[src/rtl/mem_access_unit.sv]
// -----------------------------------------------------------------------------
// mem_access_unit
//
// Purpose:
//   This is the responder end of the memory-control word. It accepts one
//   decoded memory micro-op per handshake and drives the data-memory bus.
//   It formats the byte enables and the lane-shifted store data, and waits for
//   the single-cycle memory response. For loads it then aligns and zero- or
//   sign-extends the returned data and issues a one-cycle writeback.
//   Misaligned loads and stores are rejected with a one-cycle misalign pulse.
//
// Configuration:
//   MEM_ACC_TIMEOUT_EN : when defined, a watchdog aborts an ACCESS phase that
//                        receives no response within TIMEOUT_CYCLES cycles and
//                        pulses `timeout`. When undefined, ACCESS waits
//                        indefinitely and `timeout` is constant 0.
//
// Parameters:
//   XLEN           : data/address width (only 32 is supported)
//   TIMEOUT_CYCLES : watchdog limit, meaningful only with MEM_ACC_TIMEOUT_EN
//
// Ports:
//   clk, rst                  : clock, synchronous active-high reset
//   req_valid / req_ready     : request handshake (ready only while IDLE)
//   req_memfn, req_memsz      : function (nm/st/ld) and size (b/h/w)
//   req_ldext                 : 0 = zero-extend, 1 = sign-extend loads
//   req_addr, req_wdata       : effective byte address, unshifted store data
//   req_rd                    : load destination register
//   dmem_read / dmem_write    : bus strobes, held until dmem_resp
//   dmem_address              : word-aligned bus address
//   dmem_wdata, dmem_mbe      : lane-shifted store data, byte enables
//   dmem_resp, dmem_rdata     : one-cycle completion and read data
//   wb_valid, wb_rd, wb_data  : one-cycle load writeback
//   misalign                  : one-cycle pulse for a rejected access
//   timeout                   : one-cycle watchdog pulse (0 unless enabled)
// -----------------------------------------------------------------------------
module mem_access_unit #(
    parameter int XLEN           = 32,
    parameter int TIMEOUT_CYCLES = 64
) (
    input  logic            clk,
    input  logic            rst,
    input  logic            req_valid,
    output logic            req_ready,
    input  logic [1:0]      req_memfn,
    input  logic [1:0]      req_memsz,
    input  logic            req_ldext,
    input  logic [XLEN-1:0] req_addr,
    input  logic [XLEN-1:0] req_wdata,
    input  logic [4:0]      req_rd,
    output logic            dmem_read,
    output logic            dmem_write,
    output logic [XLEN-1:0] dmem_address,
    output logic [XLEN-1:0] dmem_wdata,
    output logic [3:0]      dmem_mbe,
    input  logic            dmem_resp,
    input  logic [XLEN-1:0] dmem_rdata,
    output logic            wb_valid,
    output logic [4:0]      wb_rd,
    output logic [XLEN-1:0] wb_data,
    output logic            misalign,
    output logic            timeout
);

    // Elaboration-time guard: only a 32-bit datapath and a non-zero limit make sense
    if (XLEN != 32 || TIMEOUT_CYCLES < 1) begin : g_param_err
        $error("mem_access_unit: unsupported parameter values");
    end

    typedef enum logic [1:0] {
        ST_IDLE   = 2'd0,
        ST_ACCESS = 2'd1,
        ST_WB     = 2'd2
    } state_e;

    localparam logic [1:0] FN_ST = 2'b01;
    localparam logic [1:0] FN_LD = 2'b10;

    // Byte enables for a size at a byte offset; size 3 behaves as a word
    function automatic logic [3:0] calc_mbe(input logic [1:0] sz, input logic [1:0] off);
        logic [3:0] mbe;
        case (sz)
            2'd0:    mbe = 4'b0001 << off;
            2'd1:    mbe = 4'b0011 << off;
            default: mbe = 4'b1111;
        endcase
        return mbe;
    endfunction

    // Accesses must be naturally aligned; bytes are always aligned
    function automatic logic is_misaligned(input logic [1:0] sz, input logic [1:0] off);
        logic mis;
        case (sz)
            2'd0:    mis = 1'b0;
            2'd1:    mis = off[0];
            default: mis = (off != 2'b00);
        endcase
        return mis;
    endfunction

    // Move the addressed lane to bit 0, truncate to the access size, then extend
    function automatic logic [XLEN-1:0] fmt_load(input logic [XLEN-1:0] rdata,
                                                 input logic [1:0]      sz,
                                                 input logic            ext,
                                                 input logic [1:0]      off);
        logic [XLEN-1:0] sh;
        logic [XLEN-1:0] res;
        sh = rdata >> {off, 3'b000};
        case (sz)
            2'd0:    res = ext ? {{(XLEN-8){sh[7]}}, sh[7:0]}
                               : {{(XLEN-8){1'b0}}, sh[7:0]};
            2'd1:    res = ext ? {{(XLEN-16){sh[15]}}, sh[15:0]}
                               : {{(XLEN-16){1'b0}}, sh[15:0]};
            default: res = sh;
        endcase
        return res;
    endfunction

    state_e          state_q, state_d;
    logic            ready_q, ready_d;
    logic            ld_q, ld_d;
    logic [1:0]      sz_q, sz_d;
    logic            ext_q, ext_d;
    logic [1:0]      off_q, off_d;
    logic [4:0]      rd_q, rd_d;
    logic [XLEN-1:0] addr_q, addr_d;
    logic [3:0]      mbe_q, mbe_d;
    logic [XLEN-1:0] wdata_q, wdata_d;
    logic            rd_strb_q, rd_strb_d;
    logic            wr_strb_q, wr_strb_d;
    logic            wb_valid_q, wb_valid_d;
    logic [4:0]      wb_rd_q, wb_rd_d;
    logic [XLEN-1:0] wb_data_q, wb_data_d;
    logic            misalign_q, misalign_d;

    logic            req_is_ld_s;
    logic            req_is_st_s;
    logic [1:0]      req_off_s;
    logic            tmo_hit_s;

    assign req_is_ld_s = (req_memfn == FN_LD);
    assign req_is_st_s = (req_memfn == FN_ST);
    assign req_off_s   = req_addr[1:0];

`ifdef MEM_ACC_TIMEOUT_EN
    localparam int CNT_W = $clog2(TIMEOUT_CYCLES + 1);

    logic [CNT_W-1:0] cnt_q, cnt_d;
    logic             timeout_q, timeout_d;

    // The counter holds the number of response-less ACCESS cycles already
    // completed, so the limit is reached in the TIMEOUT_CYCLES-th ACCESS cycle.
    assign tmo_hit_s = (cnt_q == CNT_W'(TIMEOUT_CYCLES - 1));
    assign timeout   = timeout_q;
`else
    assign tmo_hit_s = 1'b0;
    assign timeout   = 1'b0;
`endif

    // Next-state and next-output logic of the access FSM
    always_comb begin
        state_d    = state_q;
        ld_d       = ld_q;
        sz_d       = sz_q;
        ext_d      = ext_q;
        off_d      = off_q;
        rd_d       = rd_q;
        addr_d     = addr_q;
        mbe_d      = mbe_q;
        wdata_d    = wdata_q;
        rd_strb_d  = rd_strb_q;
        wr_strb_d  = wr_strb_q;
        wb_valid_d = 1'b0;
        wb_rd_d    = wb_rd_q;
        wb_data_d  = wb_data_q;
        misalign_d = 1'b0;
`ifdef MEM_ACC_TIMEOUT_EN
        cnt_d      = cnt_q;
        timeout_d  = 1'b0;
`endif

        case (state_q)
            ST_IDLE: begin
                if (req_valid && ready_q && (req_is_ld_s || req_is_st_s)) begin
                    if (is_misaligned(req_memsz, req_off_s)) begin
                        misalign_d = 1'b1;
                    end else begin
                        ld_d      = req_is_ld_s;
                        sz_d      = req_memsz;
                        ext_d     = req_ldext;
                        off_d     = req_off_s;
                        rd_d      = req_rd;
                        addr_d    = {req_addr[XLEN-1:2], 2'b00};
                        mbe_d     = calc_mbe(req_memsz, req_off_s);
                        wdata_d   = req_wdata << {req_off_s, 3'b000};
                        rd_strb_d = req_is_ld_s;
                        wr_strb_d = req_is_st_s;
                        state_d   = ST_ACCESS;
`ifdef MEM_ACC_TIMEOUT_EN
                        cnt_d     = '0;
`endif
                    end
                end else begin
                    // nm ops (including fn 2'b11) and idle cycles leave no trace
                    state_d = ST_IDLE;
                end
            end

            ST_ACCESS: begin
                // A response in the limit cycle still completes normally
                if (dmem_resp) begin
                    rd_strb_d = 1'b0;
                    wr_strb_d = 1'b0;
                    if (ld_q) begin
                        wb_data_d = fmt_load(dmem_rdata, sz_q, ext_q, off_q);
                        state_d   = ST_WB;
                    end else begin
                        state_d   = ST_IDLE;
                    end
                end else if (tmo_hit_s) begin
                    rd_strb_d = 1'b0;
                    wr_strb_d = 1'b0;
                    state_d   = ST_IDLE;
`ifdef MEM_ACC_TIMEOUT_EN
                    timeout_d = 1'b1;
`endif
                end else begin
`ifdef MEM_ACC_TIMEOUT_EN
                    cnt_d = cnt_q + CNT_W'(1);
`endif
                    state_d = ST_ACCESS;
                end
            end

            ST_WB: begin
                // x0 is never written, but wb_data was already refreshed
                wb_valid_d = (rd_q != 5'd0);
                wb_rd_d    = rd_q;
                state_d    = ST_IDLE;
            end

            default: begin
                rd_strb_d = 1'b0;
                wr_strb_d = 1'b0;
                state_d   = ST_IDLE;
            end
        endcase

        ready_d = (state_d == ST_IDLE);
    end

    // State and output registers with synchronous reset
    always_ff @(posedge clk) begin
        if (rst) begin
            state_q    <= ST_IDLE;
            ready_q    <= 1'b1;
            ld_q       <= 1'b0;
            sz_q       <= 2'd0;
            ext_q      <= 1'b0;
            off_q      <= 2'd0;
            rd_q       <= 5'd0;
            addr_q     <= '0;
            mbe_q      <= 4'd0;
            wdata_q    <= '0;
            rd_strb_q  <= 1'b0;
            wr_strb_q  <= 1'b0;
            wb_valid_q <= 1'b0;
            wb_rd_q    <= 5'd0;
            wb_data_q  <= '0;
            misalign_q <= 1'b0;
        end else begin
            state_q    <= state_d;
            ready_q    <= ready_d;
            ld_q       <= ld_d;
            sz_q       <= sz_d;
            ext_q      <= ext_d;
            off_q      <= off_d;
            rd_q       <= rd_d;
            addr_q     <= addr_d;
            mbe_q      <= mbe_d;
            wdata_q    <= wdata_d;
            rd_strb_q  <= rd_strb_d;
            wr_strb_q  <= wr_strb_d;
            wb_valid_q <= wb_valid_d;
            wb_rd_q    <= wb_rd_d;
            wb_data_q  <= wb_data_d;
            misalign_q <= misalign_d;
        end
    end

`ifdef MEM_ACC_TIMEOUT_EN
    // Watchdog counter and timeout pulse register
    always_ff @(posedge clk) begin
        if (rst) begin
            cnt_q     <= '0;
            timeout_q <= 1'b0;
        end else begin
            cnt_q     <= cnt_d;
            timeout_q <= timeout_d;
        end
    end
`endif

    assign req_ready    = ready_q;
    assign dmem_read    = rd_strb_q;
    assign dmem_write   = wr_strb_q;
    assign dmem_address = addr_q;
    assign dmem_wdata   = wdata_q;
    assign dmem_mbe     = mbe_q;
    assign wb_valid     = wb_valid_q;
    assign wb_rd        = wb_rd_q;
    assign wb_data      = wb_data_q;
    assign misalign     = misalign_q;

endmodule

[config.mk]
export PLATFORM = sky130hd
export DESIGN_NAME = mem_access_unit
export DESIGN_NICKNAME = d
export VERILOG_FILES = /design/src/rtl/mem_access_unit.sv
export SDC_FILE = /design/constraint.sdc
export NUM_CORES = 1
export LEC_CHECK = 0
export CELL_PAD_IN_SITES_DETAIL_PLACEMENT = 1
export CELL_PAD_IN_SITES_GLOBAL_PLACEMENT = 1
export CORE_MARGIN = 5
export CORE_UTILIZATION = 45
export CTS_CLUSTER_DIAMETER = 120
export DETAILED_ROUTE_END_ITERATION = 8
export DONT_BUFFER_PORTS = 1
export PLACE_DENSITY = 0.79
export SKIP_LAST_GASP = 1
export SLEW_MARGIN = 20
export SYNTH_ARGS = -nofsm -noshare
export SYNTH_HDL_FRONTEND = slang
export SYNTH_SLANG_ARGS = --single-unit
export TNS_END_PERCENT = 50
[constraint.sdc]
create_clock -name clk -period 5.6 [get_ports clk]
set_input_delay 1.12 -clock clk [delete_from_list [all_inputs] [get_ports clk]]
set_output_delay 1.12 -clock clk [all_outputs]
set_load 0.02 [all_outputs]
==> results by group, run 1 <==
Clock network
  • Clock Tree Root: clkbuf_16
  • CTS resizes: 0
  • Clk sink count: roughly 120
  • Hold buffers post-CTS: 0
  • Clk Latency, worst-skew pair: 410 ps
  • Clock-pin transition on the worst setup and hold timing paths: 50 ps
  • Htree depth: 4
  • Setup Buffers After CTS: 0
  • CTS tree: yes
  • Max Root-Sink Buffers: 2
  • CTS Buf Count: 17

Timing
  • Shortest period the worst path allows: 2970 ps
  • Final setup vio count: 0
  • Final Max Tran Viols: 0
  • Max Fclk: 336 MHz
  • Fin crit share: 53.1%
  • Slew @ Worst Pin: 1070 ps
  • RSZ-0062 raised after global routing: false
  • Fin Clk Skew: 5.64 ps
  • Final Hold Viols: 0
  • Sum of negative setup slack: 0 ps
  • Rel. slew slack: between 20% and 30%

Power and ir drop
  • Pwr dens: 379 mW/mm2
  • Leakage power: 2.08 nW
  • Maximum vdd drop: between 200 and 300 uV

Logic synthesis
  • Mean post-synth cell area: 8.35 um2
  • Mapped Cells: 635
  • Synth top area cells: dfxtp_1, a21oi_1, nand2_1
  • Area share of the leading cell type in the synthesized netlist: between 40% and 50%
  • Synthesized area: approximately 0.0053 mm2
  • Prevailing post-synth register cell: dfxtp_1
  • Seq/Total Area, Yosys: 45.7%
  • EDFF count, synth: 0
  • Yosys top cell by area: dfxtp_1
  • Unique masters post-synth: 41
  • FFs w/ async S/R, synth: 0%
  • Ys Warns: 0
  • Yosys reg bits: 121

Placement
  • Placed Cells: just over 700
  • RePlAce Congestion: 0.881
  • # port buffers: 0
  • Final HPWL DP: 11,700 um

Worst setup path
  • Worst-path fanout max: 41
  • CP startpoint kind: primary input
  • Crit path DAT: between 3000 and 4000 ps
  • R2R Setup Slk: 2980 ps
  • R2R Path Start: off_q[1]
  • Worst R2R End: wb_data[16]
  • Worst Reg2Reg Path Length in Cells: 4
  • Endpoint class of the critical path: flip-flop
  • Crit path kind: primary input to flip-flop
  • Worst path required time: just under 6000 ps

Floorplan
  • Num ports: roughly 220
  • Starting Density: a little under half
  • DIE HEIGHT: about 120 um
  • Die ar.: 0.0141 mm2
  • Core ar.: between 0.01 and 0.015 mm2
  • Chip width: ~120 um
  • Row cnt: 39

Finish
  • Area Overhead vs Synth: 11.8%
  • Nets@finish: just over 700
  • Layout cells sized above 1: 10.1%
  • Final std cells w/o fill: between 700 and 800
  • Antenna Cells: 0
  • FILL cells: about 1,300

Routing
  • Via density: 5.93
  • WL/cell: 22.2 um
  • Via Count: 4,501
  • WL final: 16,800 um
  • ANT nets after route: 0
  • Router iterations before antenna repair: 4
  • Drt initial violations: approximately 310
  • DRC viols: 0

Global routing
  • Largest net degree at the start of global routing: 117
  • Vias in the first global route: 4,684
  • Initial antenna violation count: 0
  • First-pass GRT wire length: 26,500 um
  • GR Overflow Total: 0
  • GR Util All Layers: a little under a quarter

Min path
  • Worst min-delay path class: flip-flop to flip-flop
  • Hold endpoint: rd_q[4]
  • Hold Startpoint: rd_q[4]
  • Hold path cells: 2

Outcome
  • Status: finished clean

Job
  • Max-Cap Viols: 0
## worst max-delay path, cell delays in order
cell and delay, ps:
inv_1 20, ha_1 300, nor4b_1 320, and4_2 830, buf_4 400, nand3_1 130
a21oi_1 170
## registers in the layout, summed over array words and instances (netlist names), 2 cells and up
name / count
dmem_wdata: 32
wb_data: 32
dmem_address: 30
rd_q: 5
wb_rd: 5
dmem_mbe: 4
off_q: 2
state_q: 2
sz_q: 2
## layout by cell type, fill, tap and decap left out, drive strengths merged, types with 5 or more instances in the layout
cell / Yosys / routed
a211oi: 18 / 18
a21oi: 101 / 101
a221o: 5 / 5
bufinv: 0 / 5
clkbuf: 36 / 23
dfxtp: 121 / 121
inv: 5 / 5
mux2: 19 / 19
mux2i: 33 / 33
nand2: 133 / 133
nand3: 11 / 11
nor2: 51 / 51
nor3: 20 / 20
o211ai: 15 / 15
o2bb2ai: 7 / 7
or3: 8 / 8
## how the worst max path moves through the flow
stage                       from              to  slack, ps  cells past startpoint
finish              req_memfn[0]   dmem_wdata[3]       2630                      7
global route        req_memfn[0]   dmem_wdata[3]       2380                      7
global placement    req_memfn[0]   dmem_wdata[3]       2310                      7
floorplan           req_memfn[0]  dmem_wdata[24]       3000                      8
detailed placement  req_memfn[0]   dmem_wdata[3]       2180                      7
CTS                 req_memfn[0]   dmem_wdata[3]       2620                      7
## cell usage after synthesis (2+ instances only)
library cell	instances
nor3_1	20
buf_1	3
buf_6	2
nand2b_1	3
nand4b_1	2
nor4b_1	2
inv_1	5
o21ai_0	2
or3_1	8
o2bb2ai_1	7
mux2i_1	33
nand3_1	11
dfxtp_1	121
a211oi_1	18
clkbuf_1	36
nand2_1	133
nor2_1	51
mux4_2	2
o211ai_1	15
buf_2	12
mux2_2	19
a221oi_1	3
buf_4	3
and4_1	2
a221o_1	5
ha_1	2
a21oi_1	101
## layer usage
metal | global-route usage [%] | routed length (um) | up-vias
met3 | 10.6 | 1810 | 40
met2 | 36.3 | 8010 | 194
li1 | - | - | 2135
met5 | 0 | 0 | -
met4 | 10.6 | 519 | 0
met1 | 27.7 | 6490 | 2132
## per-stage QoR
stage               instance area [um2]  worst slack (ps)  utilization (%)  hold WS (ps)  total power [mW]
detailed placement                 5260              2180             45.9           470              1.07
finish                             5930              2630             51.7           477              2.25
global route                       5930              2380             51.7           502              2.34
floorplan                          5310              3000                -           445              1.06
CTS                                5920              2620             51.6           478              2.28
global placement                   5260              2310             45.9           457              1.06
## layout make-up
cell class / instances / area, um2 / area share [%]
multi-input combinational: 455 / 2620 / 44.2
inverter: 5 / 18.8 / 0.316
sequential: 121 / 2420 / 40.9
timing repair buffer: 4 / 33.8 / 0.570
tap: 143 / 179 / 3.02
clock inverter: 8 / 165 / 2.78
clock buffer: 23 / 488 / 8.23
## logic make-up after synthesis
logic type / Yosys count / synth area share [%]
simple gates: 240 / 19.6
compound gates: 156 / 18.0
flops: 121 / 45.7
buf+inv: 61 / 5.09
mux: 54 / 11.1
fa+ha+maj: 2 / 0.472
other cells: 1 / 0.0707
## where the power goes
part | switching (mW) | internal [mW] | total [mW]
registers | 0.0477 | 0.886 | 0.934
clock network | 0.366 | 0.831 | 1.20
logic | 0.0681 | 0.0501 | 0.118
Note: power is estimated with default switching activity, not from simulation.
==> run 2, diff against run 1 <==
--- a/config.mk
+++ b/config.mk
@@ -8,11 +8,11 @@
 export CELL_PAD_IN_SITES_DETAIL_PLACEMENT = 1
 export CELL_PAD_IN_SITES_GLOBAL_PLACEMENT = 1
 export CORE_MARGIN = 5
-export CORE_UTILIZATION = 45
+export CORE_UTILIZATION = 40
 export CTS_CLUSTER_DIAMETER = 120
 export DETAILED_ROUTE_END_ITERATION = 8
 export DONT_BUFFER_PORTS = 1
-export PLACE_DENSITY = 0.79
+export PLACE_DENSITY = 0.74
 export SKIP_LAST_GASP = 1
 export SLEW_MARGIN = 20
 export SYNTH_ARGS = -nofsm -noshare
==> constraint.sdc (replaced) <==
create_clock -name clk -period 2.5 [get_ports clk]
set_input_delay 0.5 -clock clk [delete_from_list [all_inputs] [get_ports clk]]
set_output_delay 0.5 -clock clk [all_outputs]
set_load 0.02 [all_outputs]
==> results by group, run 2 (synthesized netlist as in run 1, its figures left out) <==
Power and ir drop
  • Internal power: 3.72 mW
  • Combinational fraction of design power: ~5.8%
  • Clock share of power: between 50 and 60%
  • Pwr dens: 801 mW/mm2
  • Sequential share of power: 43.4%
  • Maximum vdd drop: 332 uV
  • Sw Share: 22.5%
  • Sw Pwr: about 1.1 mW
  • Leakage power: 2.11 nW

Routing
  • Drt initial violations: 291
  • Via Count: 4,571
  • WL final: 16,500 um
  • Router iterations before antenna repair: 4
  • WL/cell: 20.6 um
  • ANT nets after route: 0
  • DRC viols: 0
  • Via density: roughly 5.7

Outcome
  • Status: finished clean

Worst setup path
  • Crit path DAT: 2380 ps
  • R2R Path Start: off_q[1]
  • CP startpoint kind: flip-flop
  • Endpoint class of the critical path: flip-flop
  • Worst Reg2Reg Path Length in Cells: 6
  • Crit path kind: flip-flop to flip-flop
  • R2R Setup Slk: 400 ps
  • Worst R2R End: wb_data[29]
  • Worst-path fanout max: 16
  • Worst path required time: 2780 ps

Timing
  • Max Fclk: roughly 480 MHz
  • Fin Clk Skew: 8.03 ps
  • Final setup vio count: 0
  • RSZ-0062 raised after global routing: false
  • Fin crit share: between 80% and 90%
  • Sum of negative setup slack: 0 ps
  • Rel. slew slack: between 50% and 60%
  • Final Max Tran Viols: 0
  • Shortest period the worst path allows: 2100 ps
  • Slew @ Worst Pin: a little under 700 ps
  • Final Hold Viols: 0

Placement
  • RePlAce Congestion: about 0.95
  • DP Area: 0.00539 mm2
  • Final HPWL DP: 12,200 um
  • # port buffers: 0
  • Placed Cells: 770

Clock network
  • CTS Buf Count: 17
  • Clk sink count: 121
  • Setup Buffers After CTS: 0
  • Clock-pin transition on the worst setup and hold timing paths: 60 ps
  • Hold buffers post-CTS: 0
  • Max Root-Sink Buffers: 2
  • Htree depth: 4
  • Clock Tree Root: clkbuf_16
  • CTS tree: yes
  • CTS resizes: 0
  • Clk Latency, worst-skew pair: 410 ps

Finish
  • Layout cells sized above 1: 11.3%
  • Most common cell after layout, fill and taps aside: nand2_1
  • Final std cells w/o fill: around 800
  • Commonest non-fill, non-tap cells in the layout: nand2_1, dfxtp_1, a21oi_1
  • FILL cells: 1,540
  • Antenna Cells: 0
  • Sequential cell area: 0.00242 mm2
  • Area occupied by multi-input gates: approximately 0.0026 mm2
  • Final instance area: roughly 0.0060 mm2
  • Area Overhead vs Synth: 13.1%
  • Nets@finish: between 700 and 800

Floorplan
  • Num ports: 221
  • Die ar.: 0.0157 mm2
  • Row cnt: 42
  • Chip width: 125 um
  • Starting Density: 40.4%
  • Core ar.: roughly 0.013 mm2
  • DIE HEIGHT: 125 um

Global routing
  • Vias in the first global route: 4,892
  • GR Overflow Total: 0
  • Initial antenna violation count: 0
  • Largest net degree at the start of global routing: around 120
  • First-pass GRT wire length: 26,500 um
  • GR Util All Layers: 21.0%

Min path
  • Hold Startpoint: rst
  • Worst min-delay path class: primary input to flip-flop
  • Hold endpoint: wb_data[20]
  • Hold path cells: 1

Job
  • Max-Cap Viols: 0
run 2: changes by cell type in the layout (fill, tap and decap cells not counted), sizes merged:
cell      delta
buf          +9
bufinv       -3
clkbuf       +2
clkinv       +1
clkinvlp     +1
run 2: how the worst max path moves through the flow:
stage	from	to	slack, ps	cells after the start
3_5_place_dp	req_memfn[0]	dmem_wdata[11]	160	7
4_1_cts	off_q[1]	wb_data[30]	420	6
6_report	off_q[1]	wb_data[29]	400	6
5_1_grt	off_q[1]	wb_data[18]	280	6
3_3_place_gp	req_memfn[0]	dmem_wdata[23]	310	6
2_1_floorplan	req_memfn[0]	dmem_wdata[24]	520	8
run 2: stage by stage:
stage	utilization [%]	hold slack, ps	total power [mW]	worst slack [ps]
final	45.7	160	4.81	399
after global routing	45.7	133	5.01	283
after CTS	45.6	147	4.87	416
after detailed placement	41.0	460	2.40	162
after global placement	41.0	455	2.39	315
after floorplan	-	445	2.37	518
run 2: power groups by stage:
stage	Sequential, mW	Combinational, mW	Clock, mW
finish	2.08	0.281	2.44
global route	2.09	0.314	2.60
CTS	2.09	0.281	2.50
detailed placement	2.13	0.278	0
global placement	2.12	0.267	0
floorplan	2.11	0.269	0
run 2: layout make-up:
class	count	share of cell area [%]
Clock inverter	7	1.46
Timing Repair Buffer	13	1.83
Clock buffer	25	8.59
Tap cell	176	3.67
Multi-Input combinational cell	455	43.8
Sequential cell	121	40.4
Inverter	5	0.313
run 2: layer usage:
metal / wire length, um / vias up / track usage (%)
met5: 0 / - / 0
met4: 370 / 0 / 7.72
met3: 1670 / 25 / 10.2
met2: 8050 / 179 / 34.8
met1: 6420 / 2211 / 23.3
li1: - / 2156 / -
run 2: worst max-delay path: stages, from the launching register on:
cell and delay, ps:
dfxtp_1 480, buf_4 280, inv_1 250, and4_1 310
o311ai_4 260, buf_4 280, a211oi_1 110
==> run 3, diff against run 2 <==
==> constraint.sdc (replaced) <==
create_clock -name clk -period 1.8 [get_ports clk]
set_input_delay 0.36 -clock clk [delete_from_list [all_inputs] [get_ports clk]]
set_output_delay 0.36 -clock clk [all_outputs]
set_load 0.02 [all_outputs]
==> results by group, run 3 (synthesized netlist as in run 1, its figures left out) <==
Outcome
  • Status: finished clean

Timing
  • Final Hold Viols: 0
  • Final setup vio count: 0
  • Shortest period the worst path allows: 1760 ps
  • RSZ-0062 raised after global routing: true
  • Setup ws final: 41.1 ps
  • Fin crit share: between 90% and 100%
  • WHS: approximately 16 ps
  • Fin Clk Skew: ~6.6 ps
  • Final Max Tran Viols: 0
  • Max Fclk: 569 MHz

Worst setup path
  • Worst-path fanout max: 9
  • Worst R2R End: wb_data[25]
  • Crit path DAT: 2050 ps
  • Endpoint class of the critical path: flip-flop
  • Worst Reg2Reg Path Length in Cells: 5
  • Worst path required time: 2090 ps
  • R2R Setup Slk: 40 ps
  • Crit path kind: flip-flop to flip-flop
  • R2R Path Start: off_q[1]
  • CP startpoint kind: flip-flop

Finish
  • Final instance area: ~0.0062 mm2
  • Final std cells w/o fill: 820
  • Nets@finish: 743
  • Area Overhead vs Synth: 16.8%
  • FILL cells: 1,559
  • Most common cell after layout, fill and taps aside: nand2_1
  • Antenna Cells: 0
  • Commonest non-fill, non-tap cells in the layout: nand2_1, dfxtp_1, a21oi_1
  • Layout cells sized above 1: 14.3%

Power and ir drop
  • Internal power: between 5 and 6 mW
  • Maximum vdd drop: 651 uV
  • Sequential share of power: 43.2%
  • Combinational fraction of design power: 6.7%
  • Pwr dens: approximately 1100 mW/mm2
  • Sw Share: approximately a quarter
  • Clock share of power: 50.0%
  • Leakage power: 2.19 nW
  • Sw Pwr: about 1.7 mW

Routing
  • Drt initial violations: 331
  • Met3 WL: 1580 um
  • DRC viols: 0
  • DR top layer: met4
  • Router iterations before antenna repair: 4
  • ANT nets after route: 0
  • WL final: 17,400 um
  • WL met2: between 8000 and 9000 um
  • WL/cell: 21.2 um
  • Via Count: 4,697
  • Via density: 5.73
  • DRT met1 WL: 6860 um

Placement
  • RePlAce Congestion: 0.861
  • Final HPWL DP: between 10,000 and 15,000 um
  • # port buffers: 0
  • Pre-CTS setup slack: -173 ps
  • DP Area: 0.00553 mm2
  • Placed Cells: 782

Global routing
  • Largest net degree at the start of global routing: 115
  • GR Util All Layers: a little over a fifth
  • Vias in the first global route: ~5,000
  • GR Overflow Total: 0
  • Initial antenna violation count: 0
  • First-pass GRT wire length: between 20,000 and 30,000 um

Clock network
  • Htree depth: 4
  • Clock-pin transition on the worst setup and hold timing paths: 60 ps
  • Max Root-Sink Buffers: 2
  • Clk Latency, worst-skew pair: 410 ps
  • CTS Buf Count: 17
  • Clk sink count: 121
  • CTS tree: yes
  • Clock Tree Root: clkbuf_16

Job
  • Max-Cap Viols: 0

Floorplan
  • Num ports: between 200 and 250
  • Chip width: about 130 um
  • Die ar.: about 0.016 mm2
  • Row cnt: 42
  • Starting Density: 40.4%
  • Core ar.: 0.0131 mm2
  • DIE HEIGHT: 125 um

Min path
  • Worst min-delay path class: primary input to flip-flop
  • Hold endpoint: dmem_wdata[18]
  • Hold path cells: 1
  • Hold Startpoint: rst
-- run 3: changes by cell type in the layout (fill, tap and decap cells not counted), moves of 3 or more --
| cell | previous run | this run |
|---|---|---|
| buf_12 | 1 | 4 |
| buf_4 | 12 | 20 |
| buf_6 | 0 | 3 |
| clkbuf_8 | 6 | 1 |
| clkinv_4 | 0 | 4 |
| clkinvlp_4 | 1 | 4 |
-- run 3: per-layer routing --
| layer | GRT usage, % | up-vias |
|---|---|---|
| met5 | 0 | - |
| li1 | - | 2203 |
| met3 | 9.08 | 28 |
| met1 | 25.1 | 2278 |
| met4 | 8.86 | 0 |
| met2 | 35.2 | 188 |
-- run 3: area by class of cell --
class                      count  area [um2]  area share [%]
tap                          176         220            3.55
timing repair buffer          31         294            4.75
multi-input combinational    455        2650            42.8
inverter                       5        18.8           0.303
sequential                   121        2430            39.2
clock buffer                  18         439            7.09
clock inverter                14         149            2.40
-- run 3: repair_timing --
item | in CTS | in global routing
gates cloned | 0 | 2
buffers inserted | 0 | 2
endpoints found under the hold margin | 3 | 4
hold buffers | 1 | 1
endpoints found under the setup margin | 16 | 27
resized for setup | 2 | 6
pin swaps | 0 | 2
-- run 3: worst max-delay path by stage --
| stage | start | end | slack, ps | depth (start not counted) |
|---|---|---|---|---|
| detailed placement | req_memfn[0] | dmem_wdata[10] | -170 | 7 |
| floorplan | off_q[1] | wb_data[21] | 20 | 6 |
| CTS | off_q[1] | wb_data[28] | -0.4 | 5 |
| finish | off_q[1] | wb_data[25] | 40 | 5 |
| global route | state_q[0] | dmem_wdata[17] | -10 | 7 |
| global placement | req_memfn[0] | dmem_wdata[12] | -100 | 7 |
-- run 3: critical path, cell delays in order (launching register included) --
cell,delay (ps)
dfxtp_4,370
mux4_2,500
nor2b_4,150
o311ai_4,330
buf_6,190
a211oi_1,100
-- run 3: power by group through the flow --
stage          clock network [mW]  logic [mW]  registers [mW]
6_report                     3.34       0.450            2.89
3_5_place_dp                    0       0.421            2.95
2_1_floorplan                   0       0.376            2.92
3_3_place_gp                    0       0.406            2.95
4_1_cts                      3.42       0.431            2.89
5_1_grt                      3.54       0.496            2.90
-- run 3: per-stage QoR --
| stage | total power, mW | setup TNS [ps] | utilization (%) |
|---|---|---|---|
| 5_1_grt | 6.93 | -34.8 | 47.2 |
| 6_report | 6.68 | 0 | 47.2 |
| 3_5_place_dp | 3.37 | -5020 | 42.1 |
| 3_3_place_gp | 3.35 | -2220 | 42.1 |
| 2_1_floorplan | 3.30 | 0 | - |
| 4_1_cts | 6.74 | -0.365 | 46.7 |
